===== config.mk =====
export PLATFORM = sky130hd
export DESIGN_NAME = fetch_unit
export DESIGN_NICKNAME = d
export VERILOG_FILES = /design/src/rtl/fetch_pkg.sv /design/src/rtl/fetch_queue.sv /design/src/rtl/fetch_unit.sv
export SDC_FILE = /design/constraint.sdc
export NUM_CORES = 1
export LEC_CHECK = 0
export ABC_CLOCK_PERIOD_IN_PS = 4850
export BUFFER_PORTS_ARGS = -buffer_cell sky130_fd_sc_hd__buf_2
export CORE_MARGIN = 2
export CORE_UTILIZATION = 52
export CTS_BUF_LIST = sky130_fd_sc_hd__clkbuf_2
export CTS_CLUSTER_DIAMETER = 60
export DETAILED_ROUTE_END_ITERATION = 8
export PLACE_DENSITY = 0.69
export SLEW_MARGIN = 20
export SYNTH_ARGS = -nofsm -noshare
export SYNTH_HDL_FRONTEND = slang
export SYNTH_HIERARCHICAL = 1
export SYNTH_SLANG_ARGS = --single-unit
export TNS_END_PERCENT = 20

===== constraint.sdc =====
create_clock -name clk -period 4.85 [get_ports clk]
set_input_delay 0 -clock clk [delete_from_list [all_inputs] [get_ports clk]]
set_output_delay 0 -clock clk [all_outputs]
set_load 0.02 [all_outputs]

===== src/rtl/fetch_pkg.sv =====
// Shared types and constants for the RV32I instruction-fetch stage.
package fetch_pkg;

  localparam int ILEN = 32;
  localparam int XLEN_DEFAULT = 32;
  localparam logic [XLEN_DEFAULT-1:0] RESET_VECTOR_DEFAULT = 32'h0000_0000;
  localparam int INSTR_BYTES = 4;

  typedef struct packed {
    logic [XLEN_DEFAULT-1:0] pc;
    logic [ILEN-1:0]         instr;
  } fetch_entry_t;

  // Enough bits to hold 0..depth inclusive.
  function automatic int count_width(input int depth);
    return $clog2(depth + 1);
  endfunction

endpackage


===== src/rtl/fetch_queue.sv =====
// Show-ahead FIFO of fetched instructions; flush empties it in one cycle.
module fetch_queue
  import fetch_pkg::*;
#(
  parameter int  DEPTH   = 4,
  parameter type entry_t = fetch_entry_t,
  parameter int  CW      = count_width(DEPTH)
) (
  input  logic          clk,
  input  logic          reset_n,
  input  logic          flush_i,
  input  logic          push_i,
  input  entry_t        push_data_i,
  input  logic          pop_i,
  output entry_t        head_o,
  output logic [CW-1:0] count_o
);

  localparam int PW = $clog2(DEPTH);

  entry_t        mem_q [DEPTH];
  logic [PW-1:0] wr_q;
  logic [PW-1:0] rd_q;
  logic [CW-1:0] count_q;

  // Pointers wrap explicitly so non-power-of-two depths work.
  function automatic logic [PW-1:0] ptr_inc(input logic [PW-1:0] p);
    return (p == PW'(DEPTH - 1)) ? '0 : p + PW'(1);
  endfunction

  always_ff @(posedge clk or negedge reset_n) begin
    if (!reset_n) begin
      wr_q    <= '0;
      rd_q    <= '0;
      count_q <= '0;
    end else if (flush_i) begin
      wr_q    <= '0;
      rd_q    <= '0;
      count_q <= '0;
    end else begin
      if (push_i) wr_q <= ptr_inc(wr_q);
      if (pop_i)  rd_q <= ptr_inc(rd_q);
      count_q <= count_q + CW'(push_i) - CW'(pop_i);
    end
  end

  always_ff @(posedge clk) begin
    if (push_i && !flush_i) mem_q[wr_q] <= push_data_i;
  end

  assign head_o  = mem_q[rd_q];
  assign count_o = count_q;

endmodule


===== src/rtl/fetch_unit.sv =====
// Instruction-fetch stage: owns the PC, requests IMEM words, queues them for decode.
// Optional macro FETCH_MISALIGN_TRAP_EN traps misaligned redirect targets.
module fetch_unit
  import fetch_pkg::*;
#(
  parameter int              XLEN         = XLEN_DEFAULT,
  parameter logic [XLEN-1:0] RESET_VECTOR = XLEN'(RESET_VECTOR_DEFAULT),
  parameter int              QUEUE_DEPTH  = 4
) (
  input  logic            clk,
  input  logic            reset_n,
  output logic            imem_req_valid,
  output logic [XLEN-1:0] imem_addr,
  input  logic [ILEN-1:0] imem_rdata,
  input  logic            redirect_valid,
  input  logic [XLEN-1:0] redirect_pc,
  output logic            instr_valid,
  input  logic            instr_ready,
  output logic [ILEN-1:0] instr,
  output logic [XLEN-1:0] instr_pc
`ifdef FETCH_MISALIGN_TRAP_EN
  ,
  output logic            fetch_misaligned,
  output logic [XLEN-1:0] fetch_bad_pc
`endif
);

  localparam int CW = count_width(QUEUE_DEPTH);
  localparam int RW = CW + 1;

  typedef struct packed {
    logic [XLEN-1:0] pc;
    logic [ILEN-1:0] instr;
  } entry_t;

  logic [XLEN-1:0] pc_q;
  logic [XLEN-1:0] req_pc_q;
  logic            inflight_q;
  logic            req_epoch_q;
  logic            epoch_q;

  logic [CW-1:0]   count;
  logic [RW-1:0]   reserved;
  logic            deq;
  logic            req;
  logic            enq;
  logic            halt;
  logic [XLEN-1:0] target;
  entry_t          push_entry;
  entry_t          head;

  // Decode handshake: a transfer happens on a posedge where instr_valid and
  // instr_ready are both high; the head stays put until transferred, flushed or reset.
  assign deq = instr_valid & instr_ready;

  // Every inflight request already owns a queue slot, so the queue cannot overflow.
  assign reserved = {1'b0, count} + RW'(inflight_q) - RW'(deq);
  assign req      = reset_n & ~redirect_valid & ~halt & (reserved < RW'(QUEUE_DEPTH));
  assign target   = redirect_pc & ~XLEN'(3);

  // Late responses from a squashed epoch never reach the queue.
  assign enq        = inflight_q & ~redirect_valid & (req_epoch_q == epoch_q);
  assign push_entry = '{pc: req_pc_q, instr: imem_rdata};

  always_ff @(posedge clk or negedge reset_n) begin
    if (!reset_n) begin
      pc_q        <= RESET_VECTOR;
      req_pc_q    <= '0;
      inflight_q  <= 1'b0;
      req_epoch_q <= 1'b0;
      epoch_q     <= 1'b0;
    end else begin
      inflight_q <= req;
      if (req) begin
        req_pc_q    <= pc_q;
        req_epoch_q <= epoch_q;
        pc_q        <= pc_q + XLEN'(INSTR_BYTES);
      end
      if (redirect_valid) begin
        pc_q    <= target;
        epoch_q <= ~epoch_q;
      end
    end
  end

`ifdef FETCH_MISALIGN_TRAP_EN
  logic            misaligned_q;
  logic [XLEN-1:0] bad_pc_q;

  always_ff @(posedge clk or negedge reset_n) begin
    if (!reset_n) begin
      misaligned_q <= 1'b0;
      bad_pc_q     <= '0;
    end else if (redirect_valid) begin
      misaligned_q <= |redirect_pc[1:0];
      if (|redirect_pc[1:0]) bad_pc_q <= redirect_pc;
    end
  end

  assign halt             = misaligned_q;
  assign fetch_misaligned = misaligned_q;
  assign fetch_bad_pc     = bad_pc_q;
`else
  assign halt = 1'b0;
`endif

  fetch_queue #(
    .DEPTH   (QUEUE_DEPTH),
    .entry_t (entry_t),
    .CW      (CW)
  ) u_queue (
    .clk         (clk),
    .reset_n     (reset_n),
    .flush_i     (redirect_valid),
    .push_i      (enq),
    .push_data_i (push_entry),
    .pop_i       (deq & ~redirect_valid),
    .head_o      (head),
    .count_o     (count)
  );

  assign imem_req_valid = req;
  assign imem_addr      = pc_q;
  assign instr_valid    = (count != '0);
  assign instr          = instr_valid ? head.instr : '0;
  assign instr_pc       = instr_valid ? head.pc : '0;

endmodule


==> results.toml, run 1 <==
[routing]
drtPass1Iterations = 4
post_drt_wl_per_cell_um = 18.7
ant_nets = 0
avgViaCountPerCell = 5.36
detailedRoute.firstIterationViolations = 472
wl_um = 28800
detail_route.drc_violations = 0
vias = 8266

[worst_setup_path]
worstPathRequired_ns = 4.85
reg2reg_setup_slack_ns = 1.01
critical_path.reg2reg.startpoint = "u_queue/count_o[1]$_DFF_PN0_"
regToRegEndpoint = "imem_addr[27]$_DFFE_PN0P_"
critPathCaptureType = "primary output"
worst_ep_arrival_time_ns = 4.30
timing.critical_path.from_type = "flip-flop"
critPathKind = "flip-flop to primary output"
rr_worst_depth = 12
critPathMaxFanout = 24

[power_and_ir_drop]
p_per_area_mw_per_mm2 = 453
leakage_uw = 0.00638
vdd_ir_drop_max_mv = 0.370

[global_route]
antenna_found_initial = 1
number_of_global_route_vias_before_repair = 8659
globalRouteOverflowTotal = 0
globalRouteTotalUtil = 0.216
pin_count_of_the_biggest_net_entering_global_routing = 71
grt_pass1_wl_um = 44700

[synthesis]
synthAdderAreaFrac = 0.0107
netlist_top_cells_area = "edfxtp_1 57%, dfrtp_1 13%, mux4_2 11%"
yosys.area.top_type = "edfxtp_1"
avgSynthCellArea_um2 = 18.1
post_synth_num_cell_types = 52
largest_family_of_logic_cells_by_synthesized_area = "multiplexers"
yosysWarnings = 6
synth_top_area_frac = 0.568
yosys-mux-area-fraction = 0.142
synthArstFlopShare = 0.215
yosys.cell_count.top_type = "edfxtp_1"
synth_flop_cell = "edfxtp_1"
syn-cell-area_mm2 = 0.0135
postSynthRegisterBits = 326
synth_compound_area_frac = 0.0360
synth-seq-area-share = 0.697
synthXorXnorAreaFrac = 0.0172
synth_edf_count = 256
synth-simple-area-share = 0.0737
post_synth_inst_count = 749
yosys-top-cells-count = "256 x edfxtp_1, 71 x and2_1, 70 x dfrtp_1"

[cells_and_area]
layout.nets = 1223
fraction_of_final_layout_cells_sized_beyond_drive_strength_1 = 0.330
finalInstanceArea_mm2 = 0.0171
layout.filler_cells = 1823
syn_to_final_growth_pct = 26.5
finalCoreUtilization = 0.663
layout.cells.non_filler = 1542

[clock_tree]
tritoncts = "built"
ctsLongestPathBuffers = 3
clk_root_buffer_cell = "clkbuf_2"
worstSkewPairLatency_ns = 0.85
cts.sink_count = 326
cts_inserted_buffers = 81
clk_transition_reported_paths_ns = 0.10
cts_htree_levels = 3
post_cts_buffers = 0

[floorplanning]
placementRows = 59
floorplan.die.width_um = 165
initial_utilization = 0.524
fp.dieArea_mm2 = 0.0273
io-pin-count = 166
dieHeight_um = 165
placeableCoreArea_mm2 = 0.0258

[sta]
worst-slew-pin-transition_ns = 1.03
relSlewSlack = 0.311
drv_slew = 0
setup-violations-final = 0
final.period_utilization = 0.888
max_freq_ghz = 0.232
rsz0062_at_grt = "false"
skew_ns = 0.0628
hold-worst-slack_ns = 0.311
period_needed_ns = 4.30
timing_hold_violations_final = 0
setup_tns_ns = 0

[placement]
placed_area_mm2 = 0.0146
post-dp-hpwl_um = 14700
dpl.cell_count = 1220
gpl.final_weighted_congestion = 0.812
placement.io_buffers = 161

[min_path]
hold_class = "input pin to async pin"

[run]
cap_violations = 0

[status]
outcome = "completed"
-- metrics by stage --
stage	setup slack (ns)	power (µW)
6_report	0.546	7760
5_1_grt	0.307	8230
4_1_cts	0.404	7860
3_5_place_dp	1.16	5910
3_3_place_gp	1.23	5870
2_1_floorplan	1.64	5200
-- how the worst max path moves through the flow --
stage                                             from                       endpoint  slack [ns]  cells after the start
after floorplan                         redirect_valid  u_queue/mem_q[0][0]$_DFFE_PP_        1.64                      6
after global placement    u_queue/count_o[1]$_DFF_PN0_       req_pc_q[25]$_DFFE_PN0P_        1.23                     12
after detailed placement  u_queue/count_o[1]$_DFF_PN0_       req_pc_q[15]$_DFFE_PN0P_        1.16                     12
after CTS                 u_queue/count_o[1]$_DFF_PN0_                 imem_req_valid        0.40                     12
after global routing      u_queue/count_o[1]$_DFF_PN0_                 imem_req_valid        0.31                     12
final                     u_queue/count_o[1]$_DFF_PN0_                 imem_req_valid        0.55                     12
-- cells in the final DEF, fill, tap and decap left out, types with 18 or more instances in the layout --
cell type,netlist,final
mux4_2,64,64
dlygate4sd3_1,0,175
clkbuf_2,0,123
and2_1,71,67
o21ai_1,18,18
xnor2_1,19,19
mux2_1,32,32
nand2_1,35,35
buf_2,8,160
edfxtp_1,256,256
dfrtp_1,70,68
-- cell families after synthesis --
| kind of cell | after synthesis |
|---|---|
| compound gates | 52 |
| xor+xnor | 25 |
| fa+ha+maj | 11 |
| buf+inv | 51 |
| flops | 326 |
| mux | 107 |
| other cells | 1 |
| simple gates | 176 |
-- final cells by class --
type	count	area (µm²)	share of cell area
multi-input cells	381	3840	0.224
clock buffers	123	616	0.0360
clock inverters	22	128	0.00745
flip-flops and latches	326	9450	0.552
diodes	1	2.50	0.000146
inverters	10	37.5	0.00219
well taps	335	419	0.0245
repair buffers	344	2630	0.154
-- registers in the layout (all words and copies together) (netlist names) --
name             count
epoch_q              1
imem_addr           30
inflight_q           1
req_pc_q            30
u_queue/wr_q         2
req_epoch_q          1
u_queue/rd_q         2
u_queue/count_o      3
u_queue/mem_q      256
-- critical path, stage by stage, from the launching register on --
cell,delay (ns)
dfrtp_1,0.44
inv_1,0.12
nand3_2,0.10
and2_1,0.18
ha_1,0.17
inv_1,0.05
ha_1,0.21
and3b_1,0.20
or4_4,0.71
a21oi_2,0.29
nor2b_4,0.37
buf_4,0.38
buf_2,0.24
-- report_power, final --
part	internal (µW)	total [µW]	switching [µW]	leakage (µW)
Sequential	3380	3690	305	0.00315
Combinational	964	2280	1320	0.00266
Clock	729	1790	1060	0.000566
-- metal layers --
| layer | routed length [µm] | share of wire | GRT usage |
|---|---|---|---|
| met5 | 0 | 0 | 0 |
| met4 | 806 | 0.028 | 0.0917 |
| met3 | 1930 | 0.067 | 0.0460 |
| met2 | 14100 | 0.49 | 0.357 |
| met1 | 12000 | 0.42 | 0.278 |
-- repair_timing --
item,CTS,global route
endpoints found under the setup margin,0,0
hold buffers,176,0
endpoints found under the hold margin,236,0
gates resized for setup,0,0
No activity file was read; power rests on OpenSTA's default activity.
==> run 2, diff against run 1 <==
--- a/config.mk
+++ b/config.mk
@@ -16,6 +16,5 @@
 export SLEW_MARGIN = 20
 export SYNTH_ARGS = -nofsm -noshare
 export SYNTH_HDL_FRONTEND = slang
-export SYNTH_HIERARCHICAL = 1
 export SYNTH_SLANG_ARGS = --single-unit
 export TNS_END_PERCENT = 20
==> results.toml, run 2 <==
[clock_tree]
clk_transition_reported_paths_ns = 0.10
post_cts_buffers = 0
clk_root_buffer_cell = "clkbuf_2"
cts_inserted_buffers = 78
tritoncts = "built"
cts_htree_levels = 3
worstSkewPairLatency_ns = 0.82
post_cts_resize_count = 0
ctsLongestPathBuffers = 3
cts.sink_count = 318
cts_hold_repair.buffers = 187

[synthesis]
synth_edf_count = 248
postSynthRegisterBits = 318
netlist_top_cells_area = "edfxtp_1 57%, dfrtp_1 14%, mux4_2 11%"
avgSynthCellArea_um2 = 17.8
yosysWarnings = 0
post_synth_num_cell_types = 43
yosys.cell_count.top_type = "edfxtp_1"
synth_top_area_frac = 0.574
synth-seq-area-share = 0.710
synthArstFlopShare = 0.220
synth_flop_cell = "edfxtp_1"
yosys.area.top_type = "edfxtp_1"
syn-cell-area_mm2 = 0.0130
yosys-top-cells-count = "248 x edfxtp_1, 70 x dfrtp_1, 66 x and2_1"
post_synth_inst_count = 728

[sta]
timing_hold_violations_final = 0
worst-slew-pin-transition_ns = 1.07
setup_tns_ns = 0
drv_slew = 0
relSlewSlack = 0.287
hold-worst-slack_ns = 0.207
setup-violations-final = 0
rsz0062_at_grt = "false"
period_needed_ns = 3.99
max_freq_ghz = 0.250
skew_ns = 0.0628
final.period_utilization = 0.823

[status]
outcome = "completed"

[floorplanning]
placeableCoreArea_mm2 = 0.0244
dieHeight_um = 162
initial_utilization = 0.532
io-pin-count = 166
fp.dieArea_mm2 = 0.0262
placementRows = 57
floorplan.die.width_um = 162

[cells_and_area]
syn_to_final_growth_pct = 28.6
layout.cells.most_common_list = "248 x edfxtp_1, 187 x dlygate4sd3_1, 158 x buf_2, 118 x clkbuf_2, 68 x dfrtp_1"
layout.filler_cells = 1670
finalCoreUtilization = 0.684
most_frequent_standard_cell_in_the_layout_excluding_fill_and_tap_cells = "edfxtp_1"
fraction_of_final_layout_cells_sized_beyond_drive_strength_1 = 0.344
layout.nets = 1203
largest_register_by_flop_count = "u_queue.mem_q"
largest_register_ff_count = 248

[routing]
drtPass1Iterations = 5
avgViaCountPerCell = 5.45
wl_um = 29600
detail_route.drc_violations = 0
ant_nets = 0
vias = 8188
post_drt_wl_per_cell_um = 19.7
detailedRoute.firstIterationViolations = 482

[worst_setup_path]
critPathMaxFanout = 30
critPathCaptureType = "primary output"
critical_path.slowest_cell = "a21oi_4"
timing.critical_path.from_type = "flip-flop"
worstPathRequired_ns = 4.85
critPathKind = "flip-flop to primary output"
cp_cell_sequence = "inv_1, nand3_2, nand3_1, ha_1, nor4b_1, o221ai_4, a21oi_4, buf_16, buf_2"
critPathTopFamily = "compound AO/OA/AOI/OAI gates"
crit_path_max_incr_delay_ns = 0.65
worst_ep_arrival_time_ns = 3.99
cp_num_buf_inv = 3

[power_and_ir_drop]
netSwitchingFraction = 0.350
p_sw_uw = 2800
vdd_ir_drop_max_mv = 0.367
power.share.clock = 0.213
p_per_area_mw_per_mm2 = 479
power_report.internal_total_uw = 5200
leakage_uw = 0.00626
report.power.total_uw = 7990
power.share.combinational = 0.327
share_seq_of_total_power = 0.460

[global_route]
antenna_found_initial = 1
globalRouteOverflowTotal = 0
grt_pass1_wl_um = 46700
globalRouteTotalUtil = 0.232
number_of_global_route_vias_before_repair = 8968
pin_count_of_the_biggest_net_entering_global_routing = 69

[placement]
gpl.final_weighted_congestion = 0.852
placement.io_buffers = 159
post-dp-hpwl_um = 14800

[run]
cap_violations = 0

[min_path]
hold_class = "input pin to flip-flop"
## run 2: cell count changes after synthesis, sizes merged, moves of 6 or more
cell	previous run	this run
nor2b	11	1
o21ai	18	28
a21oi	8	17
xnor2	19	28
edfxtp	256	248
a22oi	6	0
## run 2: metrics by stage
stage	cells	setup slack, ns	instance area [µm²]
2_1_floorplan	731	1.78	13000
3_3_place_gp	1178	1.31	14100
3_5_place_dp	1178	1.11	14100
4_1_cts	1499	0.477	16600
5_1_grt	1502	0.603	16700
6_report	1502	0.857	16700
## run 2: path summary, 6_finish.rpt
| check | end | startpoint | slack, ns | depth (start not counted) |
|---|---|---|---|---|
| worst min register to register | u_queue.mem_q[0][53]$_DFFE_PP_ | req_pc_q[21]$_DFFE_PN0P_ | 0.51 | 0 |
| max in group asynchronous | req_pc_q[3]$_DFFE_PN0P_ | reset_n | 3.69 | 4 |
| worst max register to register | imem_addr[25]$_DFFE_PN0P_ | u_queue.count_o[1]$_DFF_PN0_ | 1.15 | 10 |
| min in group asynchronous | imem_addr[24]$_DFFE_PN0P_ | reset_n | 0.56 | 4 |
| worst min-delay path | u_queue.rd_q[1]$_DFFE_PN0P_ | instr_ready | 0.21 | 5 |
| worst max-delay path | imem_req_valid | u_queue.count_o[1]$_DFF_PN0_ | 0.86 | 9 |
## run 2: final cells by class
type	count	area (µm²)	share of cell area
multi-input cells	362	3580	0.215
clock inverters	16	93.8	0.00563
repair buffers	353	2760	0.166
well taps	324	405	0.0243
inverters	10	37.5	0.00225
diodes	1	2.50	0.000150
flip-flops and latches	318	9210	0.552
clock buffers	118	591	0.0354
## run 2: power by group through the flow
stage	logic [µW]	registers (µW)	clock network, µW
finish	2610	3680	1700
detailed placement	2360	3790	0
global placement	2300	3750	0
CTS	2520	3730	1760
global route	2820	3730	1890
floorplan	1730	3610	0
## run 2: kinds of logic (layout without fill, tap and decap cells)
logic type / after synthesis / in the layout / synth area share
adders and majority gates: 12 / 12 / 0.0122
other: 1 / 5 / 0.000289
xor gates and xnor gates: 33 / 33 / 0.0223
and+or+nand+nor: 150 / 150 / 0.0622
DFF: 318 / 318 / 0.710
muxes: 99 / 99 / 0.140
AOI/OAI and AO/OA: 64 / 64 / 0.0354
buffers and inverters: 51 / 497 / 0.0185
## run 2: tightest hold or removal path, stage by stage
cell and delay [ns]:
dlygate4sd3_1 0.55, buf_2 0.16, o31ai_4 0.09, mux2i_1 0.09, nor2_1 0.09
## run 2: metal layers
layer	global-route usage	wire length, µm	vias up
met1	0.283	11800	4102
met2	0.401	15000	363
met4	0.0941	884	0
li1	-	-	3642
met3	0.0531	2010	81
met5	0	0	-
